[config.mk]
export PLATFORM = sky130hd
export DESIGN_NAME = word_gate_ctl_flat
export DESIGN_NICKNAME = d
export VERILOG_FILES = /design/src/rtl/word_gate_ctl_pkg.sv /design/src/rtl/word_gate_ctl_if.sv /design/src/rtl/word_gate_ctl_counter.sv /design/src/rtl/word_gate_ctl.sv /design/src/flat_wrapper.sv
export SDC_FILE = /design/constraint.sdc
export NUM_CORES = 1
export LEC_CHECK = 0
export BUFFER_PORTS_ARGS = -buffer_cell sky130_fd_sc_hd__buf_4
export CELL_PAD_IN_SITES_DETAIL_PLACEMENT = 2
export CELL_PAD_IN_SITES_GLOBAL_PLACEMENT = 2
export CORE_MARGIN = 1
export CORE_UTILIZATION = 25
export CTS_CLUSTER_SIZE = 20
export DETAILED_ROUTE_END_ITERATION = 8
export PLACE_DENSITY = 0.66
export REMOVE_ABC_BUFFERS = 1
export SETUP_SLACK_MARGIN = 0.4
export SYNTH_ARGS = -nofsm -noshare
export SYNTH_HDL_FRONTEND = slang
export SYNTH_SLANG_ARGS = --single-unit
[constraint.sdc]
create_clock -name CLOCK -period 3.5 [get_ports CLOCK]
set_clock_uncertainty 0.1 [all_clocks]
set_input_delay 0.7 -clock CLOCK [delete_from_list [all_inputs] [get_ports CLOCK]]
set_output_delay 0.7 -clock CLOCK [all_outputs]
set_load 0.01 [all_outputs]
[src/rtl/word_gate_ctl_pkg.sv]
// Shared timing constants and FSM state type for the drum word gate.
// Included by every word_gate_ctl file via import timing_pkg::*.
package timing_pkg;

  localparam int WORDS_PER_REV = 108;
  localparam int BITS_PER_WORD = 29;

  typedef logic [6:0] word_t;

  typedef enum logic [1:0] {
    IDLE,
    WAIT,
    XFER,
    DONE
  } wg_state_t;

endpackage

[src/rtl/word_gate_ctl_if.sv]
// Request handshake between command sequencer and word gate.
// master = sequencer side, slave = word_gate_ctl side.
interface word_gate_if #(
  parameter int WBITS = 7
);

  logic             req;
  logic [WBITS-1:0] start_word;
  logic [WBITS-1:0] end_word;
  logic             dbl;
  logic             abort;
  logic             ack;
  logic             req_err;
  logic             busy;

  modport master (
    output req, start_word, end_word, dbl, abort,
    input  ack, req_err, busy
  );

  modport slave (
    input  req, start_word, end_word, dbl, abort,
    output ack, req_err, busy
  );

endinterface

[src/rtl/word_gate_ctl_counter.sv]
// Drum word counter, index sync and optional index-slip check.
// Slip check enabled by WORD_GATE_SYNC_CHECK_EN.
module word_counter
  import timing_pkg::*;
#(
  parameter int WORDS = WORDS_PER_REV,
  parameter int WBITS = 7
) (
  input  logic             clk,
  input  logic             rst,
  input  logic             t0,
  input  logic             t29,
  output logic [WBITS-1:0] word_count,
  output logic             synced,
  output logic             sync_err,
  output logic             slip
);

  localparam logic [WBITS-1:0] LAST = WBITS'(WORDS - 1);

  logic last_w;

  assign last_w = (word_count == LAST);

`ifdef WORD_GATE_SYNC_CHECK_EN
  assign slip = t0 && synced && !last_w;

  // Index seen away from word 107: latch the fault until reset.
  always_ff @(posedge clk) begin
    if (rst) begin
      sync_err <= 1'b0;
    end else if (slip) begin
      sync_err <= 1'b1;
    end
  end
`else
  assign slip     = 1'b0;
  assign sync_err = 1'b0;
`endif

  // Advance on each word's last bit; index forces word 0.
  always_ff @(posedge clk) begin
    if (rst) begin
      word_count <= '0;
      synced     <= 1'b0;
    end else if (t0) begin
      word_count <= '0;
      synced     <= 1'b1;
    end else if (t29) begin
      word_count <= last_w ? '0 : word_count + 1'b1;
    end
  end

endmodule

[src/rtl/word_gate_ctl.sv]
// Drum word-time scheduler: waits for start word, gates through end word.
// Optional index-slip check: WORD_GATE_SYNC_CHECK_EN.
module word_gate_ctl
  import timing_pkg::*;
#(
  parameter int WORDS = 108,
  parameter int WBITS = 7
) (
  input  logic             CLOCK,
  input  logic             rst,
  input  logic             T0,
  input  logic             T1,
  input  logic             T29,
  word_gate_if.slave       bus,
  output logic             xfer,
  output logic             done,
  output logic [WBITS-1:0] word_count,
  output logic             synced,
  output logic             sync_err
);

  localparam logic [WBITS-1:0] LAST = WBITS'(WORDS - 1);

  wg_state_t        state;
  logic [WBITS-1:0] s_q;
  logic [WBITS-1:0] e_q;
  logic [WBITS-1:0] s_in;
  logic [WBITS-1:0] e_in;
  logic [WBITS-1:0] nxt;
  logic             ack_q;
  logic             err_q;
  logic             busy_q;
  logic             xfer_q;
  logic             done_q;
  logic             bad;
  logic             slip;
  logic             unused;

  // Gating is word-aligned off T29, so T1 carries no extra information.
  assign unused = T1;

  word_counter #(
    .WORDS (WORDS),
    .WBITS (WBITS)
  ) u_cnt (
    .clk        (CLOCK),
    .rst        (rst),
    .t0         (T0),
    .t29        (T29),
    .word_count (word_count),
    .synced     (synced),
    .sync_err   (sync_err),
    .slip       (slip)
  );

  assign bad  = (bus.start_word > LAST) || (bus.end_word > LAST);
  assign s_in = bus.dbl ? {bus.start_word[WBITS-1:1], 1'b0}
                        : bus.start_word;
  assign e_in = bus.dbl ? (bus.end_word | WBITS'(1)) : bus.end_word;
  assign nxt  = (word_count == LAST) ? '0 : word_count + 1'b1;

  assign bus.ack     = ack_q;
  assign bus.req_err = err_q;
  assign bus.busy    = busy_q;
  assign xfer        = xfer_q;
  assign done        = done_q;

  // Request accept, start-word wait, gate window and done pulse.
  always_ff @(posedge CLOCK) begin
    if (rst) begin
      state  <= IDLE;
      s_q    <= '0;
      e_q    <= '0;
      ack_q  <= 1'b0;
      err_q  <= 1'b0;
      busy_q <= 1'b0;
      xfer_q <= 1'b0;
      done_q <= 1'b0;
    end else begin
      ack_q  <= 1'b0;
      err_q  <= 1'b0;
      done_q <= 1'b0;
      if (bus.abort) begin
        state  <= IDLE;
        busy_q <= 1'b0;
        xfer_q <= 1'b0;
      end else begin
        unique case (state)
          IDLE: begin
            // err_q blocks a second look at a req still held this cycle
            if (bus.req && synced && !err_q) begin
              if (bad) begin
                err_q <= 1'b1;
              end else begin
                s_q    <= s_in;
                e_q    <= e_in;
                ack_q  <= 1'b1;
                busy_q <= 1'b1;
                state  <= WAIT;
              end
            end
          end
          WAIT: begin
            if (T29 && nxt == s_q) begin
              xfer_q <= 1'b1;
              state  <= XFER;
            end
          end
          XFER: begin
            if (slip) begin
              xfer_q <= 1'b0;
              busy_q <= 1'b0;
              state  <= IDLE;
            end else if (T29 && word_count == e_q) begin
              xfer_q <= 1'b0;
              busy_q <= 1'b0;
              done_q <= 1'b1;
              state  <= DONE;
            end
          end
          DONE: begin
            state <= IDLE;
          end
          default: begin
            state <= IDLE;
          end
        endcase
      end
    end
  end

endmodule

[src/flat_wrapper.sv]
// flat-port wrapper written by rule: the top's interface ports become plain ports
module word_gate_ctl_flat import timing_pkg::*;
#(
  parameter int WORDS = 108,
  parameter int WBITS = 7
)
  (CLOCK, rst, T0, T1, T29, xfer, done, word_count, synced, sync_err, bus_req, bus_start_word, bus_end_word, bus_dbl, bus_abort, bus_ack, bus_req_err, bus_busy);
  word_gate_if #(.WBITS(WBITS)) bus_i ();
  input  logic CLOCK;
  input  logic rst;
  input  logic T0;
  input  logic T1;
  input  logic T29;
  output logic xfer;
  output logic done;
  output logic [WBITS-1:0] word_count;
  output logic synced;
  output logic sync_err;
  input wire logic [$bits(bus_i.req)-1:0] bus_req;
  input wire logic [$bits(bus_i.start_word)-1:0] bus_start_word;
  input wire logic [$bits(bus_i.end_word)-1:0] bus_end_word;
  input wire logic [$bits(bus_i.dbl)-1:0] bus_dbl;
  input wire logic [$bits(bus_i.abort)-1:0] bus_abort;
  output wire logic [$bits(bus_i.ack)-1:0] bus_ack;
  output wire logic [$bits(bus_i.req_err)-1:0] bus_req_err;
  output wire logic [$bits(bus_i.busy)-1:0] bus_busy;
  assign bus_i.req = bus_req;
  assign bus_i.start_word = bus_start_word;
  assign bus_i.end_word = bus_end_word;
  assign bus_i.dbl = bus_dbl;
  assign bus_i.abort = bus_abort;
  assign bus_ack = bus_i.ack;
  assign bus_req_err = bus_i.req_err;
  assign bus_busy = bus_i.busy;
  word_gate_ctl #(.WORDS(WORDS), .WBITS(WBITS)) u_core (.CLOCK(CLOCK), .rst(rst), .T0(T0), .T1(T1), .T29(T29), .bus(bus_i), .xfer(xfer), .done(done), .word_count(word_count), .synced(synced), .sync_err(sync_err));
endmodule
==> flow_summary_export.csv, run 1 <==
group,metric,value,unit
yosys,synth-main-ff-cell,"dfxtp_1",
clock_network,clk_latency,280,ps
detailed_routing,routed_wl,4.884,mm
power_and_ir_drop,irDropWorstVdd,0.0001393,V
timing,hold_viol,0,
power_and_ir_drop,p_seq_frac,0.431,
place,dp_hpwl,3.710,mm
timing,slew_violations,0,
global_route,overflow,0,
yosys,async_flop_share,0,
finish,finalNonFillerCells,311,
run,max-cap-violations,0,
timing,worst_hold_slack,419.7,ps
clock_network,tritoncts,"built",
global_route,grt_pass1_wl,8.128,mm
yosys,synth_area,1744,um2
finish,finish.utilization,0.3146,
detailed_routing,drcViolationCount,0,
finish,nets,256,
die,rows,30,
finish,num_antenna_cells,0,
detailed_routing,ant_nets,0,
yosys,synthCells,203,
clock_network,post_cts_buffers,0,
detailed_routing,drtPass1Iterations,4,
yosys,ys_seq_area_frac,0.3329,
setup_path,cp_data_arrival_time,2860,ps
finish,area_growth_syn_to_layout,21.88,%
die,core,6756,um2
die,ios,36,
global_route,antenna_found_initial,0,
finish,final_common_cell,"buf_4",
timing,setup_ws,715.8,ps
power_and_ir_drop,power.net_switching,0.1909,mW
status,run_status,"completed",
power_and_ir_drop,p_leak,0.9230,nW
power_and_ir_drop,internal-power,0.6100,mW
timing,rsz0062_at_grt,"false",
finish,drive_gt1_frac,0.2121,
power_and_ir_drop,swShare,0.2383,
place,numPlacedInstances,303,
global_route,grt_max_degree,19,
detailed_routing,wl_per_cell,15.70,um
clock_network,clk_pin_slew_worst_paths,70,ps
place,post-place-ws,704.7,ps
clock_network,cts_hold_buf,0,
setup_path,cp-start-kind,"flip-flop",
setup_path,cp_max_fo,9,
timing,finalSetupViolCount,0,
die,die-area,7315,um2
clock_network,numCtsBuffers,5,
yosys,synth_warnings,0,
hold_path,hold_class,"reg -> reg",
power_and_ir_drop,pwr-share-comb,0.104,
timing,max_freq,359.2,MHz
setup_path,worstSetupPathType,"reg -> reg",
finish,regArea,580.6,um2
timing,fin_setup_tns,0,ps
setup_path,ff2ff_setup_slack,720,ps
yosys,synth_edf_count,0,
power_and_ir_drop,clkPwrFrac,0.466,
setup_path,critical_path_required,3570,ps
timing,worst_pin_slew,776.0,ps
place,gp_congestion,0.7642,
finish,multi_input_area,1051,um2
power_and_ir_drop,p_per_area,376.7,nW/um2
timing,finalCritPeriodShare,0.7955,
clock_network,cts_sinks,29,
clock_network,cts_resized,0,
timing,worst_slew_margin_rel,0.4826,
die,start_util,0.2581,
die,dieWidth,85.53,um
finish,layout_common_cells,"buf_4 (34), nor2_1 (29), dfxtp_1 (29), mux2i_1 (15), nand2_1 (13)",
clock_network,clock_path_buffers,2,
clock_network,clockRootBuffer,"clkbuf_8",
detailed_routing,vias,1552,
yosys,ys_seq_elements,29,
global_route,grt_pass1_vias,1576,
detailed_routing,drt_iter0_markers,41,
global_route,grt.total_usage,0.1441,
yosys,synth_cell_types,48,
die,dieHeight,85.53,um
yosys,syn_area_per_cell,8.592,um2
finish,nFillCells,810,
clock_network,cts.htree.levels,2,
setup_path,endpoint_kind,"flip-flop",
timing,fin_crit,2784,ps
place,numPortBuffers,33,
detailed_routing,via_per_inst,4.990,
[layer usage]
metal / global-route usage / vias up / wire [um]
li1: - / 769 / -
met1: 0.1917 / 745 / 2361
met2: 0.2335 / 32 / 2292
met3: 0.02695 / 6 / 156
met4: 0.05152 / 0 / 74
met5: 0 / - / 0
[worst max-delay path, stage by stage (launching register included)]
cell,delay (ps)
dfxtp_1,540
ha_1,370
and3_1,370
nand2_2,140
a32o_1,290
o41ai_4,450
a41oi_1,190
a41o_1,230
[final cells by class]
cell class / instances / area share
clock buffer: 7 / 0.04061
multi-input combinational: 154 / 0.4944
tap: 80 / 0.04709
sequential: 29 / 0.2731
inverter: 6 / 0.01059
clock inverter: 1 / 0.01413
timing repair buffer: 34 / 0.1201
[power groups by stage]
stage | registers [mW] | logic [mW] | clock network, mW
after floorplan | 0.351 | 0.0429 | 0
after global placement | 0.352 | 0.0822 | 0
after detailed placement | 0.352 | 0.0843 | 0
after CTS | 0.345 | 0.0847 | 0.384
after global routing | 0.346 | 0.0930 | 0.397
final | 0.345 | 0.0829 | 0.373
[final timing paths]
kind                              startpoint         endpoint  cells past startpoint
setup / recovery  u_core.u_cnt.word_count[0]  u_core.state[1]                      7
hold / removal                 u_core.e_q[5]    u_core.e_q[5]                      2
setup reg to reg  u_core.u_cnt.word_count[0]  u_core.state[1]                      7
hold reg to reg                u_core.e_q[5]    u_core.e_q[5]                      2
[registers in the layout, summed over array words and instances, names as in the netlist]
signal	flops
u_core.xfer	1
u_core.u_cnt.synced	1
u_core.done	1
u_core.e_q	7
u_core.u_cnt.word_count	7
u_core.state	2
u_core.bus.ack	1
u_core.bus.busy	1
u_core.bus.req_err	1
u_core.s_q	7
[kinds of logic after synthesis]
logic type               count (synthesis)  synth area share
AND/OR/NAND/NOR                         84            0.2583
AO/OA/AOI/OAI                           34            0.1456
flip-flops                              29            0.3329
buffers and inverters                   20           0.06456
multiplexers                            16           0.09254
XOR/XNOR                                15           0.07532
adder cells (fa/ha/maj)                  4           0.02870
other                                    1          0.002150
[synth_stat cells (all sizes together) (2+ instances only)]
master    n  share of area
nand3b    2         0.0086
o22ai     2         0.0072
a21oi    11          0.032
a41oi     2          0.010
dfxtp    29           0.33
inv       6          0.013
a41o      2          0.011
nor2     29          0.062
mux2i    15          0.086
nand4b    5          0.025
xnor2    10          0.050
nand4     3          0.011
or2       3          0.011
nor3b     3          0.016
nor2b     3          0.011
buf       8          0.039
o2111ai   2          0.010
o41ai     2          0.021
xor2      5          0.025
nand3     6          0.020
nand2    14          0.032
ha        4          0.029
clkbuf    6          0.013
and3b     3          0.015
a211oi    2         0.0086
o21ai     4          0.011
nor3      6          0.017
and3      4          0.017
[metrics by stage]
step / instance area (um2) / total power, mW
global route: 2126 / 0.8356
floorplan: 1654 / 0.3942
detailed placement: 2009 / 0.4368
global placement: 2009 / 0.4344
CTS: 2126 / 0.8135
finish: 2126 / 0.8008
No activity file was read; power rests on OpenSTA's default activity.
==> run 2: changes to the inputs <==
clock period = 2.7 ns   (was 3.5 ns; I/O delays follow)
==> flow_summary_export.csv, run 2 (same netlist as run 1, synthesis figures left out) <==
group,metric,value,unit
finish,layout_common_cells,"buf_4 (41), nor2_1 (29), dfxtp_1 (24), mux2i_1 (15), nand2_1 (13)",
global_route,grt.total_usage,0.1500,
finish,num_antenna_cells,0,
detailed_routing,drtPass1Iterations,5,
place,numPortBuffers,33,
timing,hold_viol,0,
setup_path,r2r_cells,8,
clock_network,clk_pin_slew_worst_paths,80,ps
finish,final_common_cell,"buf_4",
finish,area_growth_syn_to_layout,30.70,%
detailed_routing,ant_nets,0,
clock_network,clockRootBuffer,"clkbuf_8",
clock_network,cts.htree.levels,2,
die,dieHeight,85.53,um
hold_path,min_path_cells,3,
global_route,grt_pass1_wl,8.487,mm
power_and_ir_drop,p_leak,0.9775,nW
setup_path,cp_data_arrival_time,2360,ps
setup_path,cp_max_fo,5,
setup_path,path_cells,"ha_4, buf_4, xor2_1, or4_1, o311a_1, o211ai_1, a41oi_2, a41o_1",
detailed_routing,via_per_inst,5.094,
power_and_ir_drop,finalPower,1.040,mW
detailed_routing,drcViolationCount,0,
timing,max_freq,439.9,MHz
finish,multi_input_area,1122,um2
clock_network,cts_sinks,29,
timing,setup_ws,426.7,ps
timing,rsz0062_at_grt,"true",
hold_path,hold_class,"in -> reg",
die,start_util,0.2581,
detailed_routing,wl_per_cell,15.78,um
global_route,grt_pass1_vias,1666,
clock_network,numCtsBuffers,5,
setup_path,worstSetupPathType,"reg -> reg",
timing,finalSetupViolCount,0,
status,run_status,"completed",
global_route,antenna_found_initial,0,
detailed_routing,routed_wl,5.050,mm
clock_network,clk_latency,290,ps
clock_network,tritoncts,"built",
power_and_ir_drop,irDropWorstVdd,0.0002922,V
setup_path,critical_path_required,2780,ps
run,max-cap-violations,0,
die,ios,36,
timing,slew_violations,0,
place,gp_congestion,0.7773,
finish,nets,265,
timing,worst_pin_slew,842.9,ps
global_route,overflow,0,
setup_path,slowest_stage,"or4_1",
power_and_ir_drop,p_per_area,456.1,nW/um2
timing,finalCritPeriodShare,0.8419,
die,dieWidth,85.53,um
finish,reg_top3,"u_core.e_q x7, u_core.s_q x7, u_core.u_cnt.word_count x7",
finish,drive_gt1_frac,0.3083,
die,core,6756,um2
timing,worst_slew_margin_rel,0.4332,
die,die-area,7315,um2
place,dp_hpwl,3.750,mm
global_route,grt_max_degree,19,
place,post-place-ws,238.0,ps
timing,fin_crit,2273,ps
finish,nFillCells,774,
detailed_routing,vias,1630,
detailed_routing,drt_iter0_markers,84,
setup_path,cp-start-kind,"flip-flop",
setup_path,endpoint_kind,"flip-flop",
clock_network,clock_path_buffers,2,
die,rows,30,
setup_path,cpPeakStageDelay,420,ps
timing,fin_setup_tns,0,ps
finish,regArea,589.3,um2
## run 2: worst max-delay path, delay by kind of cell, from the launching register on
family,cells,cell delay (ps)
AND/OR/NAND/NOR,1,420
adder cells (fa/ha/maj),1,160
AO/OA/AOI/OAI,4,810
flip-flops,1,340
XOR/XNOR,1,170
buffers and inverters,1,150
## run 2: layout make-up
class / count / share of cell area
tap: 80 / 0.04391
clock inverter: 3 / 0.02031
timing repair buffer: 43 / 0.1449
clock buffer: 5 / 0.03019
sequential: 29 / 0.2585
inverter: 6 / 0.009879
multi-input combinational: 154 / 0.4923
## run 2: what timing repair did
action	in CTS	in global routing
endpoints found under the setup margin	3	3
hold buffers	0	0
setup buffers	0	2
resized for setup	7	13
pin swaps	6	5
endpoints found under the hold margin	0	0
## run 2: per-layer routing
layer	up-vias	part of all wire	track usage	routed length [um]
li1	790	-	-	-
met1	797	0.49	0.1959	2482
met2	37	0.46	0.2400	2322
met3	6	0.034	0.03657	174
met4	0	0.014	0.05606	70
met5	-	0	0	0
## run 2: final timing paths
check / startpoint / endpoint / slack [ps]
worst max-delay path: u_core.u_cnt.word_count[1] / u_core.state[1] / 430
worst min-delay path: T0 / u_core.u_cnt.synced / 380
worst max register to register: u_core.u_cnt.word_count[1] / u_core.state[1] / 430
worst min register to register: u_core.s_q[4] / u_core.s_q[4] / 430
## run 2: metrics by stage
| step | area, um2 | hold WS (ps) | utilization | instances |
|---|---|---|---|---|
| 2_1_floorplan | 1654 | 375.3 | - | 189 |
| 3_3_place_gp | 2062 | 406.1 | 0.3052 | 310 |
| 3_5_place_dp | 2062 | 421.7 | 0.3052 | 310 |
| 4_1_cts | 2213 | 381.2 | 0.3276 | 318 |
| 5_1_grt | 2280 | 387.8 | 0.3374 | 320 |
| 6_report | 2280 | 384.3 | 0.3374 | 320 |
## run 2: where the power goes
group | leakage, nW | switching (mW) | internal (mW) | total (mW)
Sequential | 0.237 | 0.00907 | 0.436 | 0.445
Combinational | 0.686 | 0.0602 | 0.0586 | 0.119
Clock | 0.0543 | 0.200 | 0.276 | 0.476
Total | 0.978 | 0.269 | 0.771 | 1.04
==> run 3: changes to the inputs <==
PLACE_DENSITY = 0.68   (was 0.66)
clock period = 1.9 ns   (was 2.7 ns; I/O delays follow)
==> flow_summary_export.csv, run 3 (same netlist as run 1, synthesis figures left out) <==
group,metric,value,unit
timing,hold_viol,0,
place,dp_hpwl,4.215,mm
setup_path,worstSetupPathType,"reg -> reg",
finish,stdcell_area,2746,um2
finish,nFillCells,734,
timing,finalCritPeriodShare,1.162,
detailed_routing,via_per_inst,5.048,
run,max-cap-violations,0,
setup_path,endpoint_kind,"flip-flop",
timing,finalSetupViolCount,3,
global_route,grt_pass1_wl,10.41,mm
place,numPlacedInstances,333,
global_route,grt.total_usage,0.1854,
setup_path,slowest_stage,"or4_1",
clock_network,tritoncts,"built",
power_and_ir_drop,irDropWorstVdd,0.0002735,V
detailed_routing,drcViolationCount,0,
timing,rsz0062_at_grt,"true",
hold_path,hold_class,"in -> reg",
status,run_status,"complete, but fails checks",
finish,area_growth_syn_to_layout,57.46,%
die,start_util,0.2581,
clock_network,clock_path_buffers,2,
finish,nets,300,
finish,drive_gt1_frac,0.4982,
die,ios,36,
detailed_routing,vias,1792,
setup_path,path_cells,"ha_4, buf_6, xor2_4, or4_1, o311a_1, o211ai_1, buf_4, a41oi_2, a211oi_2",
hold_path,min_path_cells,3,
setup_path,cpPeakStageDelay,420,ps
finish,finish.utilization,0.4065,
die,rows,30,
place,numPortBuffers,33,
detailed_routing,ant_nets,0,
power_and_ir_drop,p_per_area,559.9,nW/um2
clock_network,cts_sinks,29,
timing,max_freq,453.1,MHz
setup_path,cp-start-kind,"flip-flop",
setup_path,crit_buf_inv,2,
global_route,grt_max_degree,19,
status,violations,"negative setup slack",
finish,num_antenna_cells,0,
timing,setup_ws,-307.2,ps
setup_path,crit_family,"compound AO/OA/AOI/OAI gates",
detailed_routing,drt_iter0_markers,32,
detailed_routing,drtPass1Iterations,4,
global_route,grt_pass1_vias,1990,
die,core,6756,um2
clock_network,cts.htree.levels,2,
timing,slew_violations,0,
timing,fin_setup_tns,-888.3,ps
detailed_routing,routed_wl,6.448,mm
setup_path,cp_max_fo,4,
global_route,antenna_found_initial,0,
clock_network,numCtsBuffers,5,
clock_network,clk_pin_slew_worst_paths,70,ps
clock_network,clk_latency,280,ps
finish,final_common_cell,"buf_4",
timing,fin_crit,2207,ps
die,dieHeight,85.53,um
global_route,overflow,0,
power_and_ir_drop,p_leak,1.211,nW
finish,reg_top3,"u_core.e_q x7, u_core.s_q x7, u_core.u_cnt.word_count x7",
setup_path,cp_data_arrival_time,2300,ps
detailed_routing,wl_per_cell,18.16,um
setup_path,worst-path-stages,9,
die,dieWidth,85.53,um
die,die-area,7315,um2
setup_path,critical_path_required,2000,ps
finish,layout_common_cells,"buf_4 (67), nor2_1 (26), dfxtp_1 (20), mux2i_1 (15), nand2_1 (10)",
place,dpl_cell_area,2260,um2
clock_network,clockRootBuffer,"clkbuf_8",
setup_path,r2r_cells,9,
finish,finalNonFillerCells,355,
place,gp_congestion,0.7561,
-- run 3: cell types whose count changed in the layout (fill, tap and decap cells not counted), moves of 3 or more --
cell and delta:
a21oi_2 +4, buf_4 +26, nor2_1 -3, buf_6 +6, dfxtp_1 -4, nand2_1 -3, a21oi_1 -5, dfxtp_2 +3
nand2_2 +3
-- run 3: report_power, final --
part / internal (mW) / leakage [nW] / switching (mW)
sequential: 0.618 / 0.240 / 0.0140
combinational: 0.117 / 0.913 / 0.103
clock: 0.428 / 0.0585 / 0.258
-- run 3: path summary, 6_finish.rpt --
check / start / endpoint / slack, ps
hold reg to reg: u_core.e_q[1] / u_core.e_q[1] / 430
hold / removal: T0 / u_core.u_cnt.synced / 230
setup reg to reg: u_core.u_cnt.word_count[0] / u_core.state[0] / -310
setup / recovery: u_core.u_cnt.word_count[0] / u_core.state[0] / -310
-- run 3: cell type report --
cell class,count,area (um2),area share
repair buffers,78,665.6,0.2424
clock buffers,7,86.33,0.03144
inverters,6,22.52,0.008200
well taps,80,100.1,0.03645
multi-input cells,154,1245,0.4533
clock inverters,1,30.03,0.01093
flip-flops and latches,29,596.8,0.2173
-- run 3: repair_timing --
item,in CTS,in global routing
resized for setup,39,22
gates cloned,1,0
setup endpoints to repair,26,26
buffers inserted,8,5
pin swaps,24,12
hold buffers,0,0
-- run 3: through the flow --
step / setup WS (ps) / power (mW) / hold slack (ps)
3_3_place_gp: -329.0 / 0.8162 / 400.9
4_1_cts: -308.5 / 1.540 / 210.9
5_1_grt: -460.7 / 1.605 / 238.2
6_report: -307.2 / 1.538 / 228.5
3_5_place_dp: -405.0 / 0.8223 / 423.8
2_1_floorplan: -486.5 / 0.7261 / 352.4
-- run 3: metal layers --
metal / routed length [um] / GRT usage
met3: 145 / 0.02695
met5: 0 / 0
met2: 3391 / 0.3411
met1: 2778 / 0.2231
met4: 133 / 0.05455
-- run 3: worst min-delay path, stage by stage --
cell and delay [ps]:
buf_4 90, nor2_1 30, nor2_1 80
